## src/rtl/text_ctrl_pkg.sv

```systemverilog
// Shared types and helpers for the keypad-to-text-buffer controller:
// FSM states, latched-key codes and glyph code arithmetic.
package text_ctrl_pkg;

  typedef enum logic [1:0] {
    S_IDLE,
    S_HOLD,
    S_EXEC,
    S_CLEAR
  } state_e;

  typedef enum logic [2:0] {
    K_NONE,
    K_CLEAR,
    K_COMMIT,
    K_DELETE,
    K_NEWLINE,
    K_SPACE,
    K_NEXT,
    K_PREV
  } key_e;

  localparam int NUM_KEYS = 7;

  // Key vector bit order, highest priority first.
  localparam int KB_CLEAR   = 6;
  localparam int KB_COMMIT  = 5;
  localparam int KB_DELETE  = 4;
  localparam int KB_NEWLINE = 3;
  localparam int KB_SPACE   = 2;
  localparam int KB_NEXT    = 1;
  localparam int KB_PREV    = 0;

  function automatic key_e pick_key(input logic [NUM_KEYS-1:0] keys);
    key_e k;
    k = K_NONE;
    if (keys[KB_CLEAR])        k = K_CLEAR;
    else if (keys[KB_COMMIT])  k = K_COMMIT;
    else if (keys[KB_DELETE])  k = K_DELETE;
    else if (keys[KB_NEWLINE]) k = K_NEWLINE;
    else if (keys[KB_SPACE])   k = K_SPACE;
    else if (keys[KB_NEXT])    k = K_NEXT;
    else if (keys[KB_PREV])    k = K_PREV;
    return k;
  endfunction

  function automatic logic key_level(input key_e k, input logic [NUM_KEYS-1:0] keys);
    logic lvl;
    case (k)
      K_CLEAR:   lvl = keys[KB_CLEAR];
      K_COMMIT:  lvl = keys[KB_COMMIT];
      K_DELETE:  lvl = keys[KB_DELETE];
      K_NEWLINE: lvl = keys[KB_NEWLINE];
      K_SPACE:   lvl = keys[KB_SPACE];
      K_NEXT:    lvl = keys[KB_NEXT];
      K_PREV:    lvl = keys[KB_PREV];
      default:   lvl = 1'b0;
    endcase
    return lvl;
  endfunction

  function automatic logic [31:0] glyph_code(input int unsigned base,
                                             input int unsigned step,
                                             input int unsigned idx);
    return base + idx * step;
  endfunction

endpackage

```

## src/rtl/text_cursor.sv

```systemverilog
// Cursor held as separate row/col counters; address is row*COLS+col.
// Saturates at the screen ends unless WRAP is set.
module text_cursor #(
  parameter int ADDR_W = 10,
  parameter int COLS   = 40,
  parameter int ROWS   = 14,
  parameter bit WRAP   = 1'b0
) (
  input  logic              clk_sys,
  input  logic              rst_n,
  input  logic              adv_i,
  input  logic              ret_i,
  input  logic              nl_i,
  input  logic              clr_i,
  output logic [ADDR_W-1:0] cursor_o,
  output logic              at_first_o,
  output logic              at_last_o
);

  localparam int CW = (COLS > 1) ? $clog2(COLS) : 1;
  localparam int RW = (ROWS > 1) ? $clog2(ROWS) : 1;
  localparam logic [CW-1:0] COL_LAST = CW'(COLS - 1);
  localparam logic [RW-1:0] ROW_LAST = RW'(ROWS - 1);
  localparam logic [CW-1:0] COL_ONE  = CW'(1);
  localparam logic [RW-1:0] ROW_ONE  = RW'(1);

  logic [CW-1:0] col_q, col_d;
  logic [RW-1:0] row_q, row_d;

  always_comb begin
    col_d = col_q;
    row_d = row_q;
    if (clr_i) begin
      col_d = '0;
      row_d = '0;
    end else if (adv_i) begin
      if (col_q != COL_LAST) begin
        col_d = col_q + COL_ONE;
      end else if (row_q != ROW_LAST) begin
        col_d = '0;
        row_d = row_q + ROW_ONE;
      end else if (WRAP) begin
        col_d = '0;
        row_d = '0;
      end
    end else if (ret_i) begin
      if (col_q != '0) begin
        col_d = col_q - COL_ONE;
      end else if (row_q != '0) begin
        col_d = COL_LAST;
        row_d = row_q - ROW_ONE;
      end else if (WRAP) begin
        col_d = COL_LAST;
        row_d = ROW_LAST;
      end
    end else if (nl_i) begin
      // On the last row a newline either wraps to the top or leaves the cursor untouched.
      if (row_q != ROW_LAST) begin
        col_d = '0;
        row_d = row_q + ROW_ONE;
      end else if (WRAP) begin
        col_d = '0;
        row_d = '0;
      end
    end
  end

  always_ff @(posedge clk_sys or negedge rst_n) begin
    if (!rst_n) begin
      col_q <= '0;
      row_q <= '0;
    end else begin
      col_q <= col_d;
      row_q <= row_d;
    end
  end

  assign cursor_o   = ADDR_W'(row_q) * ADDR_W'(COLS) + ADDR_W'(col_q);
  assign at_first_o = (row_q == '0) && (col_q == '0);
  assign at_last_o  = (row_q == ROW_LAST) && (col_q == COL_LAST);

endmodule

```

## src/rtl/text_entry_ctrl.sv

```systemverilog
// Keypad-to-text-buffer controller: release-triggered glyph select, write and edit commands.
// S_IDLE wait for key | S_HOLD key latched, wait release | S_EXEC one-cycle action | S_CLEAR blank sweep
import text_ctrl_pkg::*;

module text_entry_ctrl #(
  parameter int COLS        = 40,
  parameter int ROWS        = 14,
  parameter int ADDR_W      = 10,
  parameter int DATA_W      = 12,
  parameter int GLYPH_BASE  = 512,
  parameter int GLYPH_STEP  = 32,
  parameter int GLYPH_COUNT = 22,
  parameter int BLANK       = 0,
  parameter bit WRAP        = 1'b0
) (
  input  logic              iClk,
  input  logic              iRstN,
  input  logic              iNext,
  input  logic              iPrev,
  input  logic              iCommit,
  input  logic              iSpace,
  input  logic              iDelete,
  input  logic              iNewline,
  input  logic              iClear,
  output logic [ADDR_W-1:0] oAddr,
  output logic [DATA_W-1:0] oData,
  output logic              oWe,
  output logic [ADDR_W-1:0] oCursor,
  output logic [DATA_W-1:0] oGlyph,
  output logic              oBusy
);

  localparam int DEPTH = COLS * ROWS;
  localparam int IW    = (GLYPH_COUNT > 1) ? $clog2(GLYPH_COUNT) : 1;
  localparam logic [ADDR_W-1:0] LAST_ADDR = ADDR_W'(DEPTH - 1);
  localparam logic [ADDR_W-1:0] ADDR_ONE  = ADDR_W'(1);
  localparam logic [IW-1:0]     IDX_LAST  = IW'(GLYPH_COUNT - 1);
  localparam logic [IW-1:0]     IDX_ONE   = IW'(1);
  localparam logic [DATA_W-1:0] BLANK_C   = DATA_W'(BLANK);

  state_e              state_q;
  key_e                key_q;
  logic [IW-1:0]       idx_q;
  logic                we_q;
  logic [ADDR_W-1:0]   addr_q;
  logic [DATA_W-1:0]   data_q;

  logic [NUM_KEYS-1:0] keys;
  logic [ADDR_W-1:0]   cursor;
  logic [ADDR_W-1:0]   del_addr;
  logic [DATA_W-1:0]   glyph;
  logic                at_first, at_last;
  logic                exec, can_del;
  logic                cur_adv, cur_ret, cur_nl, cur_clr;

  assign keys = {iClear, iCommit, iDelete, iNewline, iSpace, iNext, iPrev};

  assign glyph    = DATA_W'(glyph_code(GLYPH_BASE, GLYPH_STEP, 32'(idx_q)));
  assign can_del  = WRAP || !at_first;
  assign del_addr = at_first ? LAST_ADDR : cursor - ADDR_ONE;

  // Cursor moves at the end of the exec cycle, after the write has used its old value.
  assign exec    = (state_q == S_EXEC);
  assign cur_adv = exec && ((key_q == K_COMMIT) || (key_q == K_SPACE)) && (WRAP || !at_last);
  assign cur_ret = exec && (key_q == K_DELETE) && can_del;
  assign cur_nl  = exec && (key_q == K_NEWLINE);
  assign cur_clr = (state_q == S_CLEAR) && (addr_q == LAST_ADDR);

  text_cursor #(
    .ADDR_W (ADDR_W),
    .COLS   (COLS),
    .ROWS   (ROWS),
    .WRAP   (WRAP)
  ) u_cursor (
    .clk_sys    (iClk),
    .rst_n      (iRstN),
    .adv_i      (cur_adv),
    .ret_i      (cur_ret),
    .nl_i       (cur_nl),
    .clr_i      (cur_clr),
    .cursor_o   (cursor),
    .at_first_o (at_first),
    .at_last_o  (at_last)
  );

  always_ff @(posedge iClk or negedge iRstN) begin
    if (!iRstN) begin
      state_q <= S_IDLE;
      key_q   <= K_NONE;
      idx_q   <= '0;
      we_q    <= 1'b0;
      addr_q  <= '0;
      data_q  <= '0;
    end else begin
      we_q   <= 1'b0;
      addr_q <= '0;
      data_q <= '0;
      case (state_q)
        S_IDLE: begin
          if (|keys) begin
            key_q   <= pick_key(keys);
            state_q <= S_HOLD;
          end
        end
        S_HOLD: begin
          if (!key_level(key_q, keys)) begin
            if (key_q == K_CLEAR) begin
              state_q <= S_CLEAR;
              we_q    <= 1'b1;
              addr_q  <= '0;
              data_q  <= BLANK_C;
            end else begin
              state_q <= S_EXEC;
              case (key_q)
                K_COMMIT: begin
                  we_q   <= 1'b1;
                  addr_q <= cursor;
                  data_q <= glyph;
                end
                K_SPACE: begin
                  we_q   <= 1'b1;
                  addr_q <= cursor;
                  data_q <= BLANK_C;
                end
                K_DELETE: begin
                  if (can_del) begin
                    we_q   <= 1'b1;
                    addr_q <= del_addr;
                    data_q <= BLANK_C;
                  end
                end
                default: ;
              endcase
            end
          end
        end
        S_EXEC: begin
          state_q <= S_IDLE;
          case (key_q)
            K_NEXT:   idx_q <= (idx_q == IDX_LAST) ? '0 : idx_q + IDX_ONE;
            K_PREV:   idx_q <= (idx_q == '0) ? IDX_LAST : idx_q - IDX_ONE;
            K_COMMIT: idx_q <= '0;
            default:  ;
          endcase
        end
        S_CLEAR: begin
          if (addr_q == LAST_ADDR) begin
            state_q <= S_IDLE;
            idx_q   <= '0;
          end else begin
            we_q   <= 1'b1;
            addr_q <= addr_q + ADDR_ONE;
            data_q <= BLANK_C;
          end
        end
        default: state_q <= S_IDLE;
      endcase
    end
  end

  assign oWe     = we_q;
  assign oAddr   = addr_q;
  assign oData   = data_q;
  assign oCursor = cursor;
  assign oGlyph  = glyph;
  assign oBusy   = (state_q != S_IDLE);

endmodule

```

## config.mk

```make
export PLATFORM = sky130hd
export DESIGN_NAME = text_entry_ctrl
export DESIGN_NICKNAME = d
export VERILOG_FILES = /design/src/rtl/text_ctrl_pkg.sv /design/src/rtl/text_cursor.sv /design/src/rtl/text_entry_ctrl.sv
export SDC_FILE = /design/constraint.sdc
export NUM_CORES = 1
export LEC_CHECK = 0
export BUFFER_PORTS_ARGS = -buffer_cell sky130_fd_sc_hd__buf_2
export CORE_UTILIZATION = 55
export DETAILED_ROUTE_END_ITERATION = 10
export HOLD_SLACK_MARGIN = 0.1
export PLACE_DENSITY = 0.78
export SLEW_MARGIN = 20
export SYNTH_ARGS = -nofsm -noshare
export SYNTH_HDL_FRONTEND = slang
export SYNTH_SLANG_ARGS = --single-unit
export TNS_END_PERCENT = 10
```

## constraint.sdc

```tcl
create_clock -name iClk -period 3.1 [get_ports iClk]
set_input_delay 0.62 -clock iClk [delete_from_list [all_inputs] [get_ports iClk]]
set_output_delay 0.62 -clock iClk [all_outputs]
set_load 0.01 [all_outputs]
```

# == Yosys cells after proc, flatten, opt, wreduce, memory -nomap -nowiden ==
# Index checks and enable logic that the tools add are counted.
# word_totals
regBits,43
inputBits,9
out_inout_bits,46
elab_cells,121
# op_classes
n_addsub,10
multipliers,1
n_eq_ne,24
n_mux,51
reduce_logical,27
# ops
operator,count
two-way mux 6 bit,8
two-way mux 11 bit,4
two-way mux 10 bit,4
one-hot mux 10 bit (2 select lines),2
two-way mux 4 bit,8
two-way mux 3 bit,7
two-way mux 5 bit,3
one-hot mux 5 bit (3 select lines),1
"== test 3 bit, second input constant",4
"adder 10 x 10 -> 11 bit, first input constant",1
"adder 10 x 1 -> 10 bit, second input constant",1
adder 10 x 6 -> 10 bit,1
"== test 10 bit, second input constant",1
one-hot mux 5 bit (2 select lines),1
"subtractor 10 x 1 -> 10 bit, second input constant",1
logical AND 1 bit,8
"inequality test 4 bit, second input constant",2
one-hot mux 2 bit (4 select lines),1
nonzero test 4 bit,2
"multiplier 4 x 3 -> 7 bit, second input constant",1
one-hot mux 1 bit (7 select lines),1
OR reduction 7 bit,1
"adder 6 x 1 -> 6 bit, second input constant",1
"== test 3 x 2 -> 1 bit, second input constant",2
other kinds (33),47

# == Depth between registers and ports, before layout ==
# Gate-level depths: netlist of the first run.
# depth
ltp_word,8
ltp_mapped,9
depth_no_buf,9

# == Modules after synthesis ==
# A second synthesis of the first run with hierarchy kept.
# unflattened
cells_unflattened,401
hier_area_um2,3393.3
# modules_own_cells
mod,n_inst,cells_each,area_each_um2,seq_area_each_um2
text_entry_ctrl,1,235,2082.0,675.6
text_cursor,1,166,1311.3,250.2

# == Worst setup path before layout of the first run ==
# OpenSTA, ideal clock, no wires.
# synth_timing
path_type,register to output
from,reg u_cursor.row_q[1]
to,out oCursor[9]
arrival_ps,2239
required_ps,2480
path_slack_ps,241
stages_incl_launch_ff,9
path_buffers,0
cell_sequence,dfrtp_1 > ha_1 > ha_1 > fa_1 > nand2_1 > nor3b_1 > xnor2_1 > a21oi_1 > inv_1
# synth_via
elab_chain_len,2
# synth_rtl
item,line_no,rtl
from (decl),text_cursor.sv:28,"logic [RW-1:0] row_q, row_d;"
from (signal assigned),text_cursor.sv:74,row_q <= row_d;
multiplier 4 x 3 -> 7 bit,text_cursor.sv:78,assign cursor_o = ADDR_W'(row_q) * ADDR_W'(COLS) + ADDR_W'(col_q);
adder 10 x 6 -> 10 bit,text_cursor.sv:78,
to (decl),text_entry_ctrl.sv:28,"output logic [ADDR_W-1:0] oCursor,"
# No other way between the ends.

# == Worst setup path in the final report of the first run ==
# layout_timing
from,reg u_cursor.row_q[3]
to,out oCursor[8]
# Same word-level chain as after synthesis.

==> results.tsv, run 1 <==
metric	value	unit
Placement Rows	27	
Die Area	6240	sq um
Initial Utilization	58.2	%
YS warnings	0	
# Max-Cap Violations	0	
outcome	finished, final reports clean	
dpl hpwl	5.64	mm
initial antenna violation count	0	
Worst Hold Class	primary input to asynchronous set/reset pin	
Die X	79.0	microns
CP Cell Sequence	ha_1 > ha_2 > fa_1 > nand2_2 > buf_4 > nor3_2 > xnor2_2 > buf_2	
Avg Synthesized Cell Area	8.45	sq um
vias in the first global route	2662	
Synth top area share	28.4	%
Worst Hold Slack	0.429	ns
Max FO, Critical Path	4	
drt wl/cell	14.7	microns
main area contributors after synthesis	dfrtp_1 28%, ha_1 6.5%, o21ai_0 4.0%, a21oi_1 3.8%, buf_4 3.7%	
IO buf count	42	
Remaining DRCs	0	
first-pass GRT wire length	12.5	mm
count leader, synth	dfrtp_1	
critical path's largest stage delay	0.53	ns
Synth Register Bits	37	
grt total ovfl	0	
CTS tree	built	
Final Critical Period	3.05	ns
Seq/Total Area, Yosys	28.4	%
Req. time, crit path	2.48	ns
CP Class	flop to output pin	
clock-pin slew on the worst setup and hold paths	0.08	ns
largest area contributor in the netlist	dfrtp_1	
pin count of the biggest net entering global routing	38	
layout cell share with drive strength beyond 1	22.2	%
CTS H-tree depth	2	
number of synthesized flops with an enable pin	0	
final hold vios	0	
Post-synth top flop	dfrtp_1	
Chip Height	79.0	microns
DR iter-0 viols	207	
crit share post-route	98.3	%
Synth cell types	76	
fin. max-slew vios	0	
Cells after Synth	386	
DRT Wirelength	7.43	mm
Root Buffer	clkbuf_8	
PwrDens	271	nW/um^2
RSZ-0062 raised after global routing	true	
Final setup violation count	0	
core area	5610	sq um
post-route ant nets	0	
final net count	459	
vias	2988	
Mapped Area	3260	sq um
leakage power	1.71	nW
crit path max-delay cell type	fa_1	
clock skew	0.0140	ns
# IOs	55	
Setup Total Neg Slack	0	ns
Reg-to-Reg Start	u_cursor.row_q[0]$_DFFE_PN0P_	
worst-case vdd ir drop	0.187	mV
Critical Path Start	u_cursor.row_q[3]$_DFFE_PN0P_	
Post-CTS Hold Buffers	0	
Critical Path End Type	output pin	
area delta synth->final	12.6	%
CTS Buf Count	5	
FMAX	0.328	GHz
Clock Sink Count	37	
Worst-Skew Late Latency	0.29	ns
GP Congestion	0.941	
asr flop ratio synth	100	%
top cells by count, synth	37 x dfrtp_1, 31 x nor2_1, 27 x nand2_1	
Inserted Diodes	0	
worst endpoint data arrival time	2.43	ns
GR Util All Layers	25.3	%
Max Buffers Root-to-Sink	2	
Slew headroom	44.5	%
worst-margin pin slew	0.832	ns
vias per cell	5.93	
CP Launch Type	flop	
drt pass-1 iters	5	
==> through the flow <==
step,worst slack (ns),utilization (%),cell area [sq um],std cells,total power [mW]
2_1_floorplan,0.241,-,3300,397,0.550
3_3_place_gp,0.315,62.5,3500,494,0.560
3_5_place_dp,0.261,62.5,3500,494,0.561
4_1_cts,0.0180,64.8,3640,503,1.00
5_1_grt,-0.0460,65.5,3670,504,1.03
6_report,0.0529,65.5,3670,504,0.994
==> area by class of cell <==
cell class	count	area, sq um
Clock buffer	6	82.6
Clock inverter	2	37.5
Timing Repair Buffer	58	330
Sequential cell	37	926
Fill cell	467	1940
Inverter	17	63.8
Multi-Input combinational cell	312	2140
Tap cell	72	90.1
==> worst max-delay path, delay by kind of cell (launching register included) <==
family | cells | cell delay (ns)
XOR/XNOR | 1 | 0.18
adder cells (fa/ha/maj) | 3 | 1.02
AND/OR/NAND/NOR | 2 | 0.24
buffers and inverters | 2 | 0.31
flip-flops | 1 | 0.39
==> flip-flops by register name, indices dropped and copies added, names as in the netlist <==
signal,count
idx_q,5
key_q,3
oAddr,10
oData,6
oWe,1
state_q,2
u_cursor.col_q,6
u_cursor.row_q,4
==> path summary, 6_finish.rpt <==
kind	slack [ns]	cells past startpoint	to
setup / recovery	0.05	8	oCursor[8]
hold / removal	0.43	1	idx_q[1]$_DFFE_PN0P_
setup reg to reg	0.50	9	oAddr[7]$_DFF_PN0_
hold reg to reg	0.57	1	oAddr[0]$_DFF_PN0_
max in group asynchronous	2.14	1	u_cursor.col_q[0]$_DFFE_PN0P_
min in group iClk	0.57	1	oAddr[0]$_DFF_PN0_
==> metal layers <==
metal	global-route usage [%]	vias up	routed length, microns
met5	0	-	0
met4	6.91	0	82
met3	5.06	9	426
met2	42.2	109	3520
met1	33.3	1398	3400
li1	-	1472	-
==> kinds of logic (layout without fill, tap and decap cells) <==
| kind of cell | after synthesis | count (layout) | share of synthesized area [%] |
|---|---|---|---|
| compound gates | 111 | 111 | 23.0 |
| buf+inv | 48 | 83 | 8.25 |
| fa+ha+maj | 19 | 19 | 7.75 |
| flops | 37 | 37 | 28.4 |
| other cells | 1 | 12 | 0.115 |
| mux | 6 | 6 | 1.92 |
| xor+xnor | 23 | 23 | 6.18 |
| simple gates | 141 | 141 | 24.4 |
==> placed cells by master, fill, tap and decap left out, types with 11 or more instances in the layout <==
| cell | netlist | final |
|---|---|---|
| buf_2 | 5 | 42 |
| ha_1 | 17 | 16 |
| conb_1 | 1 | 12 |
| a21oi_1 | 25 | 24 |
| o21ai_0 | 26 | 26 |
| xnor2_1 | 13 | 11 |
| dfrtp_1 | 37 | 37 |
| nor3_1 | 17 | 16 |
| buf_4 | 16 | 16 |
| nor2_1 | 31 | 31 |
| inv_1 | 17 | 17 |
| nand2_1 | 27 | 26 |
==> power by group <==
part           total (mW)  switching, mW  internal [mW]
Combinational      0.0618         0.0412         0.0206
Clock               0.442          0.181          0.262
Sequential          0.489        0.00542          0.484
Total               0.994          0.227          0.766
==> what timing repair did <==
item	4_1_cts	5_1_grt
gates resized for setup	1	6
gates cloned	0	0
endpoints found under the hold margin	0	0
buffers inserted	1	1
endpoints found under the setup margin	1	3
pin swaps	2	7
No activity file was read; power rests on OpenSTA's default activity.
==> inputs of run 2 (changes only) <==
PLACE_DENSITY = not set   (was 0.78)
PLACE_DENSITY_LB_ADDON = 0.1   (was not set)
==> results.tsv, run 2 (synthesis results as in run 1) <==
metric	value	unit	change
core area	5610	sq um	unchanged
worst endpoint data arrival time	2.42	ns	about the same
Placement Rows	27		unchanged
CTS H-tree depth	2		unchanged
total number of cells along the worst setup path	9		+1
max reg flops	10		unchanged
most frequent cells in the layout	42 x buf_2, 37 x dfrtp_1, 31 x nor2_1		
most common cell after layout, fill and taps aside	buf_2		
fin. max-slew vios	0		unchanged
post-route ant nets	0		unchanged
CP Launch Type	flop		
final cell area excluding filler cells	3630	sq um	-1.1%
delay-heaviest family, CP	adder cells		
vias in the first global route	2779		+4.4%
worst-margin pin slew	0.849	ns	+0.0173 ns
R2R Setup Slk	0.40	ns	-0.10 ns
Root Buffer	clkbuf_8		
Chip Height	79.0	microns	unchanged
grt total ovfl	0		unchanged
Core Util, Final	64.8	%	-0.69 points
Final Critical Period	3.04	ns	-0.00931 ns
clock skew	0.00791	ns	-0.00604 ns
CP Class	flop to output pin		
Layout Cells excl Fill	506		+0.40%
Max Buffers Root-to-Sink	2		unchanged
Remaining DRCs	0		unchanged
Reg2Reg Depth	8		-1
GP Congestion	0.897		-4.6%
CTS tree	built		
first-pass GRT wire length	12.8	mm	+2.3%
# IOs	55		unchanged
Worst Hold Class	primary input to asynchronous set/reset pin		
RSZ-0062 raised after global routing	true		
Inserted Diodes	0		unchanged
vias	2964		-0.80%
GR Util All Layers	25.9	%	+0.65 points
Post-Place Cell Area	3500	sq um	unchanged
initial antenna violation count	0		unchanged
FMAX	0.329	GHz	+0.31%
Worst-Skew Late Latency	0.29	ns	about the same
# fillers	504		+7.9%
leakage power	1.69	nW	-1.1%
# Max-Cap Violations	0		unchanged
clock-pin slew on the worst setup and hold paths	0.08	ns	about the same
crit share post-route	98.0	%	-0.30 points
CP Cell Sequence	ha_1 > ha_2 > fa_1 > nand2_2 > nor3b_2 > xnor2_1 > a21oi_2 > inv_1 > buf_2		
Max FO, Critical Path	2		-2
drt wl/cell	15.0	microns	+1.5%
worst-case vdd ir drop	0.133	mV	-29%
pin count of the biggest net entering global routing	38		unchanged
final net count	461		+0.44%
dpl hpwl	5.73	mm	+1.6%
DRT Wirelength	7.57	mm	+1.9%
CTS Buf Count	5		unchanged
Initial Utilization	58.2	%	unchanged
Slew headroom	43.4	%	-1.2 points
Reg-to-Reg Start	u_cursor.row_q[1]$_DFFE_PN0P_		
area delta synth->final	11.4	%	
DP Cell Count	494		unchanged
drt pass-1 iters	5		unchanged
Final setup violation count	0		unchanged
Die Area	6240	sq um	unchanged
outcome	finished, final reports clean		
Worst R2R End	oAddr[7]$_DFF_PN0_		
Req. time, crit path	2.48	ns	about the same
Die X	79.0	microns	unchanged
IO buf count	42		unchanged
Clock Sink Count	37		unchanged
CP Buf/Inv Count	2		unchanged
PwrDens	243	nW/um^2	-10%
Critical Path End Type	output pin		
crit path max-delay cell type	fa_1		
layout cell share with drive strength beyond 1	21.9	%	-0.33 points
Setup Total Neg Slack	0	ns	unchanged
final hold vios	0		unchanged
DR iter-0 viols	153		-26%
vias per cell	5.86		-1.2%
critical path's largest stage delay	0.52	ns	about the same
-- run 2: changes by cell type in the layout (fill, tap and decap cells not counted), sizes merged --
| cell | previous run | this run |
|---|---|---|
| buf | 58 | 60 |
| bufinv | 1 | 0 |
| clkbuf | 6 | 5 |
| clkinv | 0 | 2 |
-- run 2: worst max-delay path by stage --
| stage | slack [ns] | end | startpoint |
|---|---|---|---|
| after floorplan | 0.24 | oCursor[9] | u_cursor.row_q[1]$_DFFE_PN0P_ |
| after global placement | 0.22 | oCursor[9] | u_cursor.row_q[1]$_DFFE_PN0P_ |
| after detailed placement | 0.12 | oCursor[9] | u_cursor.row_q[1]$_DFFE_PN0P_ |
| after CTS | 0.01 | oCursor[9] | u_cursor.row_q[1]$_DFFE_PN0P_ |
| after global routing | -0.05 | oCursor[9] | u_cursor.row_q[1]$_DFFE_PN0P_ |
| final | 0.06 | oCursor[9] | u_cursor.row_q[1]$_DFFE_PN0P_ |
-- run 2: final cells by class --
type                       count  area [sq um]  area share, %
clock inverter                 3          17.5          0.482
inverter                      17          63.8           1.76
timing repair buffer          60           345           9.50
tap                           72          90.1           2.48
multi-input combinational    312          2120           58.4
clock buffer                   5          68.8           1.89
sequential                    37           926           25.5
-- run 2: worst reg2reg max path, stage by stage, from the launching register on --
cell and delay, ns:
dfrtp_1 0.39, ha_1 0.30, ha_2 0.18, fa_1 0.48, buf_4 0.16, xnor2_1 0.34
or3b_1 0.39, a32oi_1 0.20, o22ai_1 0.10
-- run 2: repair_timing --
| item | in CTS | in global routing |
|---|---|---|
| pin swaps | 2 | 6 |
| hold buffers | 0 | 0 |
| gates resized for setup | 2 | 2 |
| hold endpoints to repair | 0 | 0 |
| gates cloned | 0 | 0 |
| endpoints found under the setup margin | 1 | 3 |
| buffers inserted | 2 | 2 |
-- run 2: power by group --
group	total, mW	internal [mW]	switching, mW
clock	0.330	0.155	0.175
sequential	0.491	0.484	0.00700
combinational	0.0616	0.0206	0.0411
-- run 2: per-stage QoR --
stage	worst slack (ns)	hold slack [ns]	power, mW
floorplan	0.241	0.324	0.550
global placement	0.219	0.552	0.561
detailed placement	0.120	0.543	0.562
CTS	0.0124	0.444	0.896
global route	-0.0489	0.498	0.922
finish	0.0622	0.434	0.883
-- run 2: routing by layer --
metal / GRT usage (%) / up-vias / share of wire [%]
li1: - / 1480 / -
met1: 34.7 / 1395 / 48
met2: 42.5 / 85 / 47
met3: 4.60 / 4 / 4.9
met4: 8.18 / 0 / 0.63
met5: 0 / - / 0
